===== src/rtl/mem_dump_tx.sv =====
// mem_dump_tx
// Serial read-out engine for the data memory. On a start request it walks a
// range of 32-bit words, fetching one word per FETCH cycle, and sends each
// word as four 8N1 frames (least-significant byte first, LSB-first bits).
//
// Ports:
//   clock         system clock, rising-edge active
//   reset         asynchronous active-low reset
//   start         one-cycle dump request, honoured only while idle
//   base_address  first word address, latched on accepted start
//   word_count    number of words, latched on accepted start (0 = no-op dump)
//   memAddress    address to the data memory, holds its value outside FETCH
//   memRead       memory output enable, high only during FETCH
//   memData       combinational memory read data, valid while memRead is high
//   tx            serial line, idles high
//   busy          high from start acceptance until the dump completes
//   done          one-cycle completion pulse
module mem_dump_tx #(
  parameter int CLKS_PER_BIT = 16,
  parameter int ADDR_WIDTH   = 32
) (
  input  logic                  clock,
  input  logic                  reset,
  input  logic                  start,
  input  logic [ADDR_WIDTH-1:0] base_address,
  input  logic [15:0]           word_count,
  output logic [ADDR_WIDTH-1:0] memAddress,
  output logic                  memRead,
  input  logic [31:0]           memData,
  output logic                  tx,
  output logic                  busy,
  output logic                  done
);

  localparam int CNT_W = (CLKS_PER_BIT > 1) ? $clog2(CLKS_PER_BIT) : 1;
  localparam logic [CNT_W-1:0] CNT_LOAD = CNT_W'(CLKS_PER_BIT - 1);

  typedef enum logic [2:0] {
    S_IDLE,
    S_FETCH,
    S_START_BIT,
    S_DATA_BITS,
    S_STOP_BIT,
    S_DONE
  } state_t;

  state_t                  state_q, state_d;
  logic [ADDR_WIDTH-1:0]   addr_q, addr_d;
  logic [15:0]             remain_q, remain_d;
  logic [31:0]             shift_q, shift_d;
  logic [1:0]              byte_idx_q, byte_idx_d;
  logic [2:0]              bit_idx_q, bit_idx_d;
  logic [CNT_W-1:0]        cnt_q, cnt_d;

  // State register. Asynchronous reset drops the FSM to IDLE, which forces
  // tx high immediately through the output logic below.
  always_ff @(posedge clock or negedge reset) begin
    if (!reset) begin
      state_q    <= S_IDLE;
      addr_q     <= '0;
      remain_q   <= '0;
      shift_q    <= '0;
      byte_idx_q <= '0;
      bit_idx_q  <= '0;
      cnt_q      <= '0;
    end else begin
      state_q    <= state_d;
      addr_q     <= addr_d;
      remain_q   <= remain_d;
      shift_q    <= shift_d;
      byte_idx_q <= byte_idx_d;
      bit_idx_q  <= bit_idx_d;
      cnt_q      <= cnt_d;
    end
  end

  // Next-state and datapath updates.
  always_comb begin
    state_d    = state_q;
    addr_d     = addr_q;
    remain_d   = remain_q;
    shift_d    = shift_q;
    byte_idx_d = byte_idx_q;
    bit_idx_d  = bit_idx_q;
    cnt_d      = cnt_q;

    case (state_q)
      S_IDLE: begin
        if (start) begin
          if (word_count != 16'd0) begin
            addr_d   = base_address;
            remain_d = word_count;
            state_d  = S_FETCH;
          end else begin
            // Nothing to send: report completion without touching memory.
            state_d = S_DONE;
          end
        end
      end

      S_FETCH: begin
        shift_d    = memData;
        byte_idx_d = 2'd0;
        cnt_d      = CNT_LOAD;
        state_d    = S_START_BIT;
      end

      S_START_BIT: begin
        if (cnt_q == '0) begin
          cnt_d     = CNT_LOAD;
          bit_idx_d = 3'd0;
          state_d   = S_DATA_BITS;
        end else begin
          cnt_d = cnt_q - CNT_W'(1);
        end
      end

      S_DATA_BITS: begin
        if (cnt_q == '0) begin
          cnt_d = CNT_LOAD;
          // Shifting the whole word right streams bytes LSB-first in order,
          // so tx only ever needs shift_q[0].
          shift_d = {1'b0, shift_q[31:1]};
          if (bit_idx_q == 3'd7) begin
            state_d = S_STOP_BIT;
          end else begin
            bit_idx_d = bit_idx_q + 3'd1;
          end
        end else begin
          cnt_d = cnt_q - CNT_W'(1);
        end
      end

      S_STOP_BIT: begin
        if (cnt_q == '0) begin
          if (byte_idx_q != 2'd3) begin
            byte_idx_d = byte_idx_q + 2'd1;
            cnt_d      = CNT_LOAD;
            state_d    = S_START_BIT;
          end else if (remain_q > 16'd1) begin
            remain_d = remain_q - 16'd1;
            addr_d   = addr_q + ADDR_WIDTH'(1);  // wraps modulo 2^ADDR_WIDTH
            state_d  = S_FETCH;
          end else begin
            state_d = S_DONE;
          end
        end else begin
          cnt_d = cnt_q - CNT_W'(1);
        end
      end

      S_DONE: begin
        state_d = S_IDLE;
      end

      default: begin
        state_d = S_IDLE;
      end
    endcase
  end

  // Outputs decoded from registered state. addr_q only changes on entry to
  // FETCH, so memAddress naturally holds the last fetched address elsewhere.
  always_comb begin
    memAddress = addr_q;
    memRead    = 1'b0;
    tx         = 1'b1;
    busy       = 1'b0;
    done       = 1'b0;
    case (state_q)
      S_FETCH: begin
        memRead = 1'b1;
        busy    = 1'b1;
      end
      S_START_BIT: begin
        tx   = 1'b0;
        busy = 1'b1;
      end
      S_DATA_BITS: begin
        tx   = shift_q[0];
        busy = 1'b1;
      end
      S_STOP_BIT: begin
        busy = 1'b1;
      end
      S_DONE: begin
        done = 1'b1;
      end
      default: begin
        busy = 1'b0;
      end
    endcase
  end

endmodule


===== config.mk =====
export PLATFORM = sky130hd
export DESIGN_NAME = mem_dump_tx
export DESIGN_NICKNAME = d
export VERILOG_FILES = /design/src/rtl/mem_dump_tx.sv
export SDC_FILE = /design/constraint.sdc
export NUM_CORES = 1
export LEC_CHECK = 0
export CAP_MARGIN = 20
export CORE_ASPECT_RATIO = 1.5
export CORE_MARGIN = 1.5
export CORE_UTILIZATION = 55
export CTS_BUF_LIST = sky130_fd_sc_hd__clkbuf_8
export CTS_CLUSTER_DIAMETER = 50
export DETAILED_ROUTE_END_ITERATION = 12
export GPL_TIMING_DRIVEN = 0
export HOLD_SLACK_MARGIN = 0.12
export PLACE_DENSITY = 0.86
export SETUP_SLACK_MARGIN = 0.05
export SLEW_MARGIN = 20
export SYNTH_ARGS = -nofsm -noshare
export SYNTH_HDL_FRONTEND = slang
export SYNTH_SLANG_ARGS = --single-unit

===== constraint.sdc =====
create_clock -name clock -period 6.7 [get_ports clock]
set_input_delay 1.34 -clock clock [delete_from_list [all_inputs] [get_ports clock]]
set_output_delay 1.34 -clock clock [all_outputs]
set_load 0.02 [all_outputs]

==> results.json <==
{
  "vias": 5485,
  "fmax_ghz": 0.279,
  "synth_edf_count": 0,
  "layout.cells.non_filler": 862,
  "finalSetupViolCount": 0,
  "area_delta_synth_final_pct": 29.4,
  "drc_errors": 1,
  "syn_nets": 705,
  "holdWs_ns": 0.528,
  "die_area_um2": 10300,
  "clockBufferDepth": 2,
  "drv_slew": 0,
  "grt-ovfl-total": 0,
  "yosys.area_share.simple_pct": 19.2,
  "grt_max_degree": 72,
  "clkSlewWorstSetupHoldPaths_ns": 0.09,
  "dp.cells": 846,
  "slowest_stage": "clkdlybuf4s50_1",
  "synthAdderAreaFrac_pct": 1.65,
  "syn_area_per_cell_um2": 8.62,
  "violations": "design-rule violations",
  "final_core_util_pct": 73.7,
  "synthArstFlopShare_pct": 100,
  "seq_area_frac_synth_pct": 43.4,
  "drive_gt1_share_pct": 6.13,
  "grt_pass1_wl_um": 26000,
  "avgRoutedWirePerCell_um": 18.4,
  "vdd_drop_max_mv": 0.346,
  "ys.flop_type": "dfrtp_1",
  "synth_area_um2": 5300,
  "fin_crit_ns": 3.58,
  "finalClockSkew_ns": 0.0101,
  "pwr_density_cell_nw_per_um2": 445,
  "antenna_found_initial": 0,
  "gp_congestion": 0.944,
  "nets": 835,
  "synthCells": 615,
  "ys_types": 57,
  "grt_pass1_vias": 5522,
  "dp.final_hpwl_um": 11300,
  "synth_xor_xnor_area_share_pct": 0.165,
  "cts_htree_levels": 3,
  "yosys_register_bits": 92,
  "slowest_delay_ns": 0.64,
  "cts-hold-fix-buffers": 0,
  "tritoncts": "yes",
  "drt_wl_total_um": 15900,
  "dr.pass1.iters": 9,
  "post_cts_buffers": 0,
  "rsz0062_at_grt": "no",
  "worstSetupStartpointType": "register",
  "internal_power_uw": 1680,
  "hold_violations": 0,
  "status": "finished, violations left",
  "clkSinkCount": 92,
  "initial_core_util_pct": 57.0,
  "layout_commonest_cell": "clkdlybuf4s50_1",
  "p_leak_uw": 0.00283,
  "required_ns": 5.36,
  "die_w_um": 83.2,
  "tightest_slew_ns": 0.725,
  "ioPinCount": 119,
  "p_seq_share_pct": 34.6,
  "dieHeight_um": 123,
  "detail-route-antenna-nets": 0,
  "switchingPower_uw": 1380,
  "avgViaCountPerCell": 6.36,
  "numCtsBuffers": 9,
  "tns_ns": 0,
  "p_clk_share_pct": 13.0,
  "synth_top_family_by_area": "compound AO/OA/AOI/OAI gates",
  "n_antenna_cell": 0,
  "synth_top_area_share_pct": 43.4,
  "crit_path_end_kind": "output port",
  "fin_crit_sh_pct": 53.4,
  "max-cap-violations": 0,
  "worstPathCellList": "buf_2 > buf_1 > xnor2_1 > clkdlybuf4s50_1",
  "synth_compound_area_share_pct": 24.0,
  "arrival_ns": 2.24,
  "hp-class": "reg2reg",
  "cp_max_fo": 10,
  "fin_total_pwr_uw": 3050,
  "core_um2": 9310,
  "synth_mux_area_share_pct": 6.68,
  "root_buffer": "clkbuf_8",
  "first_iter_violations": 657,
  "clk_latency_ns": 0.39,
  "yosys_warnings": 0,
  "grt_usage_pct": 31.7,
  "rows": 43,
  "cts_resized": 0,
  "relSlewSlack_pct": 51.5,
  "synthTopCellsByArea": "dfrtp_1 43%, a21oi_1 9.6%, mux2i_1 6.0%",
  "pwr-share-comb_pct": 52.4,
  "critical_path_class": "reg2out",
  "final_cell_mix": "117 x clkdlybuf4s50_1, 102 x a21oi_1, 92 x dfrtp_1",
  "switching_share_pct": 45.1,
  "io_buffers": 118,
  "synth_top_cell_by_area": "dfrtp_1"
}
layer usage:
metal  part of all wire [%]  global-route usage (%)  vias to the layer above
met3                    8.4                    7.14                       52
met5                      0                       0                        -
met2                     50                    52.6                      306
met4                    3.2                    16.9                        0
li1                       -                       -                     2497
met1                     39                    38.8                     2630
cell type report:
type                       instances  area [um2]
fill                             714        2450
sequential                        92        2300
buffer                            38         204
tap                              112         140
clock buffer                      11         151
timing repair buffer             119        1210
clock inverter                     5        51.3
inverter                          15        56.3
multi-input combinational        470        2750
cell usage after synthesis, types with 10 or more instances:
master / n
nor3_1: 12
o22ai_1: 18
nor4_1: 10
clkbuf_1: 24
mux2i_1: 32
nor2_1: 69
dfrtp_1: 92
nand3_1: 19
a21oi_1: 102
nand2_1: 52
o21ai_0: 51
inv_1: 15
power groups by stage:
stage / Combinational [uW] / Clock [uW] / Sequential [uW]
6_report: 1600 / 396 / 1060
5_1_grt: 1740 / 418 / 1090
4_1_cts: 1580 / 397 / 1050
3_5_place_dp: 1570 / 0 / 1060
3_3_place_gp: 1510 / 0 / 1040
2_1_floorplan: 925 / 0 / 1110
registers in the layout (all words and copies together), names as in the netlist:
register,count
bit_idx_q,3
cnt_q,4
state_q,3
remain_q,16
memAddress,32
shift_q,32
byte_idx_q,2
path summary, 6_finish.rpt:
path	endpoint	start	slack [ns]	depth (start not counted)
max in group asynchronous	memAddress[25]	reset	5.29	2
setup / recovery	busy	state_q[2]	3.12	4
hold reg to reg	byte_idx_q[1]	byte_idx_q[1]	0.53	2
setup reg to reg	remain_q[12]	remain_q[0]	3.99	8
min in group asynchronous	shift_q[14]	reset	0.80	1
hold / removal	byte_idx_q[1]	byte_idx_q[1]	0.53	2
through the flow:
stage          setup WS, ns  cell area [um2]
6_report               3.12             6860
5_1_grt                2.98             6860
4_1_cts                3.13             6860
3_5_place_dp           3.10             6650
3_3_place_gp          0.928             6620
2_1_floorplan          3.97             5300
logic make-up after synthesis:
kind of cell | Yosys count
DFF | 92
muxes | 35
adders and majority gates | 7
xor gates and xnor gates | 1
AOI/OAI and AO/OA | 220
and+or+nand+nor | 207
buffers and inverters | 53
worst max-delay path, delay by kind of cell (launching register included):
family / cells / cell delay [ns]
xor+xnor: 1 / 0.19
buf+inv: 3 / 1.23
flops: 1 / 0.44
(Power assumes the default switching activity.)
